`config.mk`:
```
export PLATFORM = sky130hd
export DESIGN_NAME = sync_fifo_cfg
export DESIGN_NICKNAME = d
export VERILOG_FILES = /design/src/rtl/sync_fifo_cfg.sv
export SDC_FILE = /design/constraint.sdc
export NUM_CORES = 1
export LEC_CHECK = 0
export CORE_MARGIN = 2
export CORE_UTILIZATION = 55
export DETAILED_ROUTE_END_ITERATION = 10
export PLACE_DENSITY = 0.78
export SETUP_SLACK_MARGIN = 0.2
export SKIP_LAST_GASP = 1
export SYNTH_ARGS = -nofsm -noshare
export SYNTH_HDL_FRONTEND = slang
export SYNTH_SLANG_ARGS = --single-unit
```
`constraint.sdc`:
```
create_clock -name clk -period 2.6 [get_ports clk]
set_input_delay 0.78 -clock clk [delete_from_list [all_inputs] [get_ports clk]]
set_output_delay 0.78 -clock clk [all_outputs]
set_load 0.1 [all_outputs]
```
`src/rtl/sync_fifo_cfg.sv`:
```
// Single-clock register-array FIFO; read latency 1 cycle (FWFT=0) or 0 (FWFT=1).
// Backpressure: writes dropped while full, reads ignored while empty, both flagged sticky.
module sync_fifo_cfg #(
  parameter int DEEPWID = 3,
  parameter int BITWID  = 5,
  parameter int FWFT    = 0
) (
  input  logic               clk,
  input  logic               rst_n,
  input  logic               wr_en,
  input  logic [BITWID-1:0]  wr_data,
  input  logic               rd_en,
  output logic [BITWID-1:0]  rd_data,
  output logic               rd_data_vld,
  input  logic [DEEPWID:0]   cfg_almost_full,
  input  logic [DEEPWID:0]   cfg_almost_empty,
  input  logic               err_clr,
  output logic               full,
  output logic               empty,
  output logic               almost_full,
  output logic               almost_empty,
  output logic [DEEPWID:0]   fifo_num,
  output logic               overflow,
  output logic               underflow
);

  localparam int DEPTH = 2**DEEPWID;
  localparam logic [DEEPWID:0] DEPTH_N = (DEEPWID+1)'(DEPTH);

  logic [BITWID-1:0]  mem [DEPTH];
  logic [DEEPWID-1:0] wr_ptr;
  logic [DEEPWID-1:0] rd_ptr;
  logic               wr_acc;
  logic               rd_acc;

  assign full         = (fifo_num == DEPTH_N);
  assign empty        = (fifo_num == '0);
  assign almost_full  = (fifo_num >= cfg_almost_full);
  assign almost_empty = (fifo_num <= cfg_almost_empty);

  // A read in the same cycle does not make room for a write while full.
  assign wr_acc = wr_en & ~full;
  assign rd_acc = rd_en & ~empty;

  always_ff @(posedge clk) begin
    if (wr_acc) mem[wr_ptr] <= wr_data;
  end

  always_ff @(posedge clk or negedge rst_n) begin
    if (!rst_n) begin
      wr_ptr    <= '0;
      rd_ptr    <= '0;
      fifo_num  <= '0;
      overflow  <= 1'b0;
      underflow <= 1'b0;
    end else begin
      if (wr_acc) wr_ptr <= wr_ptr + DEEPWID'(1);
      if (rd_acc) rd_ptr <= rd_ptr + DEEPWID'(1);
      case ({wr_acc, rd_acc})
        2'b10:   fifo_num <= fifo_num + (DEEPWID+1)'(1);
        2'b01:   fifo_num <= fifo_num - (DEEPWID+1)'(1);
        default: fifo_num <= fifo_num;
      endcase
      // Set has priority over a simultaneous clear.
      if (wr_en & full)  overflow <= 1'b1;
      else if (err_clr)  overflow <= 1'b0;
      if (rd_en & empty) underflow <= 1'b1;
      else if (err_clr)  underflow <= 1'b0;
    end
  end

  if (FWFT != 0) begin : g_fwft
    assign rd_data     = mem[rd_ptr];
    assign rd_data_vld = ~empty;
  end else begin : g_reg
    always_ff @(posedge clk or negedge rst_n) begin
      if (!rst_n) begin
        rd_data     <= '0;
        rd_data_vld <= 1'b0;
      end else begin
        rd_data_vld <= rd_acc;
        if (rd_acc) rd_data <= mem[rd_ptr];
      end
    end
  end

endmodule

```
* Yosys cells after proc, flatten, opt, wreduce, memory -nomap -nowiden *
Memories as Yosys holds them, arrays and structs flattened. A register that Yosys moved wholly into a read port is not among the register bits.
Index checks and enable logic that the tools add are counted.

word-level totals
  flip-flop bits (word level) = 13
  RAM bits = 40
  bits of input ports = 18
  output and inout bits = 16
  logic and storage cells = 33
  memories kept = 1

memories
  name  depth  width  read ports  clocked after Yosys merged registers in  write ports  line  source
  mem   8      5      1           1                                        1            30    logic [BITWID-1:0] mem [DEPTH];

cells by class
  add/sub/neg operators = 4
  magnitude comparators = 2
  equality and inequality tests = 3
  multiplexer cells = 6
  bitwise logic cells = 6
  reductions and logical operators = 5

operators with widths
  cell                                              count
  case mux 4 bit (2 select lines)                   1
  adder 3 x 1 -> 3 bit, second input constant       2
  nonzero test 2 bit                                3
  two-way mux 1 bit                                 5
  adder 4 x 1 -> 4 bit, second input constant       1
  AND 1 bit                                         4
  == test 4 bit, second input constant              1
  >= comparator 4 bit                               1
  <= comparator 4 bit                               1
  zero test 4 bit                                   1
  subtractor 4 x 1 -> 4 bit, second input constant  1
  == test 2 x 1 -> 1 bit, second input constant     1
  == test 2 bit, second input constant              1
  NOT 1 bit                                         2
  zero test 1 bit                                   1

* Logic depth before layout (Yosys ltp) *
Gate-level depths: netlist of run 1.

  depth in word-level cells = 5
  mapped depth = 11
  mapped depth without buffers = 10

* Worst setup path after synthesis of run 1 *
No wires, ideal clock.

  path type = register -> output
  start = register fifo_num[2]
  end = output port almost_empty
  arrival time = 3.883 ns
  data required time = 1.820 ns
  slack = -2.063 ns
  cell stages (with the launch flop) = 5
  path buffers = 0
  cell sequence = dfrtp_1 > ha_1 > o21a_1 > o21a_1 > o21ai_0

on the way
  cells in the longest elaborated chain, start to end = 1

RTL lines
  element                   line  source
  start: declaration        22    output logic [DEEPWID:0] fifo_num,
  start signal: assignment  60    2'b10: fifo_num <= fifo_num + (DEEPWID+1)'(1);
  start signal: assignment  61    2'b01: fifo_num <= fifo_num - (DEEPWID+1)'(1);
  start signal: assignment  62    default: fifo_num <= fifo_num;
  <= comparator 4 bit       39    assign almost_empty = (fifo_num <= cfg_almost_empty);
  end: declaration          21    output logic almost_empty,

Every way passes these cells.

* Worst setup path after layout of run 1 *
  start = register fifo_num[0]
  end = output port almost_full

on the way
  cells in the longest elaborated chain, start to end = 1

RTL lines
  element              line  source
  >= comparator 4 bit  38    assign almost_full = (fifo_num >= cfg_almost_full);
  end: declaration     20    output logic almost_full,

Every way passes these cells.

==> impl_metrics.yaml, run 1 <==
synth:
  synthAdderAreaFrac_pct: 6.10
  yosysSeqAreaShare_pct: 61.9
  syn_nets: 216
  synthSimpleGateAreaFrac_pct: 9.24
  synth_xor_area_share_pct: 2.95
  synth_top_cell_by_area: "edfxtp_1"
  syn_inst: 185
  synth_top_family_by_area: "simple AND/OR/NAND/NOR gates"
  synth_area_per_cell_sq_um: 14.4
  yosysUniqueCellTypes: 34
  ys_warn_count: 0
  synth-compound-area-share_pct: 7.83
  syn_area_sq_um: 2670
  synth.top_cell.area_share_pct: 45.0
  synthMuxAreaShare_pct: 8.40
  synth_top_cells_by_area: "edfxtp_1 (45%), dfrtp_1 (17%), ha_1 (6.1%)"
  ys_ff_latch: 58
critical_path:
  slowest_stage: "dfrtp_4"
  crit_fanout: 3
  cpPeakStageDelay_ns: 0.49
  cp_cell_sequence: "inv_4, ha_4, nand2b_4, a21o_1, a21o_1, a21o_4, buf_12"
  crit_type: "reg -> out"
  cp_data_required_time_ns: 1.82
  worst-path-buf-inv: 2
  cpMostUsedCell: "a21o_1"
  start_kind: "flop"
  critical_path_arrival_ns: 1.93
  crit_path_end_kind: "primary output"
  crit_family: "compound AO/OA/AOI/OAI gates"
placed_design:
  dp_hpwl_microns: 3830
  io_buffers: 33
  dpl_worst_slack_ns: -0.615
  dp.cells: 280
  routabilityCongestion: 0.725
routing:
  drt_iter0_markers: 145
  postRouteAntennaNets: 0
  totalWireLength_microns: 5650
  wl_per_cell_microns: 18.5
  route.detailed.drc: 0
  vias: 1723
  vias_per_cell: 5.65
  firstDrtPassIters: 4
flow_run:
  drv_cap: 0
grt:
  grt_overflow: 0
  track_usage_pct: 23.0
  grt_first_pass_wirelength_microns: 8800
  grt_pass1_vias: 1804
  grt_max_degree: 23
  antenna_found_initial: 0
sta:
  hold_viol: 0
  grt_setup_unrepaired: "true"
  relSlewSlack_pct: 71.6
  setup_viol: 2
  tightest_slew_ns: 0.423
  finalClockSkew_ns: 0.00730
  maxSlewViolCount: 0
  fin_ws_ns: -0.114
  finalCritPeriodShare_pct: 104
  layout_min_cycle_time_ns: 2.71
  fmax_ghz: 0.368
outcome:
  violations: "setup timing"
  run_status: "finished with violations"
pwr:
  pwr-share-seq_pct: 29.6
  power_switching_mw: 2.22
  cellPowerDensity_nw_per_um2: 1380
  intPower_mw: 2.76
  pwr-share-comb_pct: 52.6
  peakVddDrop_mv: 0.753
  p_leak_nw: 1.44
  fin_total_pwr_mw: 4.98
  switching_share_pct: 44.6
  pwr-share-clk_pct: 17.8
cts:
  clk_pin_slew_ns: 0.06
  numClockSinks: 58
  cts.htree.levels: 3
  cts_buffers: 9
  holdBufCountCts: 0
  root_buffer: "clkbuf_8"
  cts_max_path_buffers: 2
  tritoncts: "done"
  clock_latency_ns: 0.34
die:
  core-area_sq_um: 4690
  fp-row-count: 25
  fp.dieW_microns: 73.6
  dieHeight_microns: 73.6
  num_io_pins: 34
  initial_utilization_pct: 56.9
  dieArea_sq_um: 5420
finish:
  final_cells: 305
  antennaDiodeCount: 0
  area_growth_pct: 35.7
  multiInputGateArea_sq_um: 1110
  nFillCells: 274
  layout-drive-gt1-share_pct: 42.6
  seq_area_sq_um: 1660
  fin_util_pct: 77.2
  fin_nets: 277
min_path:
  min_path_type: "reg -> reg"
## worst register-to-register path, cell delays in order (launching register included)
cell      delay (ns)
dfrtp_4         0.50
buf_4           0.15
buf_8           0.13
nor4b_4         0.30
buf_4           0.18
nor2b_4         0.05
clkinv_4        0.06
ha_4            0.15
buf_6           0.11
and3b_1         0.15
a21oi_1         0.06
o41ai_2         0.35
xor2_1          0.19
## cell usage after synthesis (all sizes together)
| cell | n |
|---|---|
| a21o | 3 |
| a21oi | 2 |
| a221o | 5 |
| a41oi | 1 |
| and3b | 1 |
| buf | 4 |
| clkinv | 1 |
| dfrtp | 18 |
| edfxtp | 40 |
| ha | 13 |
| inv | 10 |
| mux2 | 11 |
| mux2i | 10 |
| nand2 | 18 |
| nand2b | 5 |
| nand4 | 1 |
| nor2 | 5 |
| nor2b | 3 |
| nor3 | 5 |
| nor4 | 2 |
| nor4b | 2 |
| o21a | 2 |
| o21ai | 8 |
| o22ai | 5 |
| o41ai | 1 |
| xnor2 | 5 |
| xor2 | 4 |
## flip-flops by register name, summed over array words and instances, names as in the netlist
name and flops:
mem 40, rd_data 5, fifo_num 4, rd_ptr 3, wr_ptr 3, overflow 1, rd_data_vld 1, underflow 1
## per-stage QoR
stage	hold WS, ns	instance area, sq um	setup TNS (ns)
3_3_place_gp	0.471	3240	-1.00
2_1_floorplan	0.484	2790	-4.27
5_1_grt	0.517	3620	-0.300
3_5_place_dp	0.476	3240	-1.22
6_report	0.486	3620	-0.223
4_1_cts	0.491	3540	-0.279
## cells by family after synthesis
family	Yosys count
mux	21
flops	58
compound gates	27
fa+ha+maj	13
xor+xnor	9
buf+inv	15
simple gates	42
## power groups by stage
stage               clock [mW]  sequential (mW)  combinational (mW)
detailed placement           0             1.47                2.40
global route             0.932             1.50                2.76
CTS                      0.890             1.47                2.50
finish                   0.888             1.47                2.62
global placement             0             1.45                2.31
floorplan                    0             2.06                1.22
## per-layer routing
metal / share of wire [%] / wire (microns) / track usage (%) / vias up
met5: 0 / 0 / 0 / -
met4: 1.9 / 110 / 9.09 / 0
met3: 2.7 / 152 / 7.00 / 13
met2: 54 / 3040 / 38.9 / 29
met1: 42 / 2350 / 27.4 / 865
li1: - / - / - / 816
## layout by cell type (no fill, tap or decap), types with 5 or more instances in the layout
cell,instances
clkdlybuf4s50_1,10
o21ai_2,5
ha_4,7
a221o_1,5
clkbuf_8,9
mux2i_1,10
inv_1,5
buf_4,29
xnor2_1,5
buf_12,5
dfrtp_1,14
nor2_1,5
nand2_1,14
mux2_2,11
o22ai_1,5
edfxtp_1,40
## timing repair
action	CTS	global route
pin swaps	15	12
setup buffers	2	7
resized for setup	30	4
endpoints found under the setup margin	4	7
hold endpoints to repair	0	0
## worst paths after layout
check,slack (ns),from,end,cells after the start
max in group asynchronous,1.59,rst_n,fifo_num[0],2
hold reg to reg,0.49,rd_data[3],rd_data[3],2
setup / recovery,-0.11,fifo_num[0],almost_full,7
hold / removal,0.49,rd_data[3],rd_data[3],2
setup reg to reg,0.12,fifo_num[1],fifo_num[3],12
min in group asynchronous,0.78,rst_n,rd_data_vld,2
## final cells by class
type | count | share of cell area, %
repair buffers | 54 | 14.1
multi-input cells | 112 | 30.8
inverters | 11 | 1.49
well taps | 54 | 1.87
clock buffers | 10 | 3.52
flip-flops and latches | 58 | 46.0
clock inverters | 6 | 2.25
Power figures use the tool's default switching activity.
==> run 2, diff against run 1 <==
CAP_MARGIN = 30   (was not set)
CORE_MARGIN = not set   (was 2)
==> impl_metrics.yaml, run 2 (synthesis results as in run 1) <==
cts:
  numClockSinks: 58
  holdBufCountCts: 0
  tritoncts: "done"
  clock_latency_ns: 0.34
  cts_max_path_buffers: 2
  cts_buffers: 9
  clk_pin_slew_ns: 0.06
  cts.htree.levels: 3
  root_buffer: "clkbuf_8"
outcome:
  run_status: "finished with violations"
  violations: "setup timing"
critical_path:
  crit_path_end_kind: "primary output"
  crit_fanout: 1
  critical_path_arrival_ns: 1.93
  cp_data_required_time_ns: 1.82
  crit_type: "in -> out"
  start_kind: "primary input"
finish:
  area_growth_pct: 35.6
  fin_nets: 276
  layout-drive-gt1-share_pct: 43.2
  final_common_cell: "edfxtp_1"
  largest_reg_flops: 40
  largest-register: "mem"
  top_regs: "mem (40), rd_data (5), fifo_num (4)"
  final_cells: 302
  final_cell_mix: "edfxtp_1 (40), buf_4 (31), nand2_1 (14), dfrtp_1 (14), mux2_2 (11)"
  antennaDiodeCount: 0
  nFillCells: 274
routing:
  vias: 1709
  firstDrtPassIters: 4
  wl_per_cell_microns: 18.7
  drt_iter0_markers: 78
  postRouteAntennaNets: 0
  vias_per_cell: 5.66
  route.detailed.drc: 0
  totalWireLength_microns: 5650
pwr:
  pwr-share-clk_pct: 19.4
  intPower_mw: 2.82
  cellPowerDensity_nw_per_um2: 1390
  pwr-share-comb_pct: 50.1
  switching_share_pct: 43.9
  peakVddDrop_mv: 1.13
  power_switching_mw: 2.20
  p_leak_nw: 1.45
  fin_total_pwr_mw: 5.02
  pwr-share-seq_pct: 30.5
sta:
  relSlewSlack_pct: 47.8
  grt_setup_unrepaired: "true"
  maxSlewViolCount: 0
  fmax_ghz: 0.369
  hold_viol: 0
  tightest_slew_ns: 0.782
  finalClockSkew_ns: 0.00509
  setup_viol: 2
  layout_min_cycle_time_ns: 2.71
  finalCritPeriodShare_pct: 104
  fin_ws_ns: -0.112
  setup_tns_ns: -0.222
die:
  fp-row-count: 24
  dieArea_sq_um: 5130
  fp.dieW_microns: 71.6
  num_io_pins: 34
  dieHeight_microns: 71.6
  core-area_sq_um: 4500
  initial_utilization_pct: 59.2
grt:
  track_usage_pct: 24.0
  grt_first_pass_wirelength_microns: 8910
  grt_pass1_vias: 1803
  grt_max_degree: 19
  use_met3_pct: 5.91
  grt.busiest_layer: "met2"
  met2_usage_pct: 40.6
  antenna_found_initial: 0
  grt_overflow: 0
  use_met1_pct: 29.8
placed_design:
  io_buffers: 33
  dp.cells: 279
  dp_hpwl_microns: 3780
  routabilityCongestion: 0.787
min_path:
  min_path_type: "reg -> reg"
flow_run:
  drv_cap: 0
-- run 2: worst max-delay path: stages --
cell	delay (ns)
clkdlybuf4s50_1	0.45
inv_1	0.04
ha_1	0.29
a21o_4	0.21
buf_12	0.16
-- run 2: area by class of cell --
type                            count  area (sq um)  share of cell area [%]
Timing Repair Buffer               53           485                    13.4
Multi-Input combinational cell    112          1110                    30.8
Clock buffer                       10           128                    3.53
Sequential cell                    58          1660                    46.0
Tap cell                           52          65.1                    1.80
Inverter                           11          56.3                    1.56
Clock inverter                      6           105                    2.91
-- run 2: metrics by stage --
stage,utilization (%),area [sq um],worst slack (ns),hold slack (ns)
2_1_floorplan,-,2790,-0.708,0.484
3_3_place_gp,72.0,3240,-0.540,0.472
3_5_place_dp,72.0,3240,-0.588,0.489
4_1_cts,79.1,3560,-0.156,0.510
5_1_grt,80.3,3620,-0.155,0.547
6_report,80.3,3620,-0.112,0.509
-- run 2: path summary, 6_finish.rpt --
| path | startpoint | endpoint | slack [ns] | cells past startpoint |
|---|---|---|---|---|
| min in group asynchronous | rst_n | rd_data_vld | 0.77 | 2 |
| setup / recovery | cfg_almost_full[3] | almost_full | -0.11 | 5 |
| setup reg to reg | fifo_num[0] | fifo_num[2] | 0.22 | 13 |
| hold reg to reg | rd_data[4] | rd_data[4] | 0.51 | 2 |
| hold / removal | rd_data[4] | rd_data[4] | 0.51 | 2 |
| max in group asynchronous | rst_n | fifo_num[0] | 1.61 | 2 |
-- run 2: repair_timing --
action,CTS,global route
setup buffers,3,4
gates resized for setup,30,6
setup endpoints to repair,5,6
pin swaps,14,7
endpoints found under the hold margin,0,0
-- run 2: layer usage --
layer / wire length [microns] / part of all wire (%)
met5: 0 / 0
met2: 2910 / 51
met1: 2430 / 43
met4: 126 / 2.2
met3: 179 / 3.2
-- run 2: power by group through the flow --
stage               logic, mW  clock network, mW  registers, mW
floorplan                1.22                  0           2.06
global placement         2.28                  0           1.50
detailed placement       2.34                  0           1.52
CTS                      2.44              0.984           1.53
global route             2.65               1.02           1.56
finish                   2.52              0.974           1.53
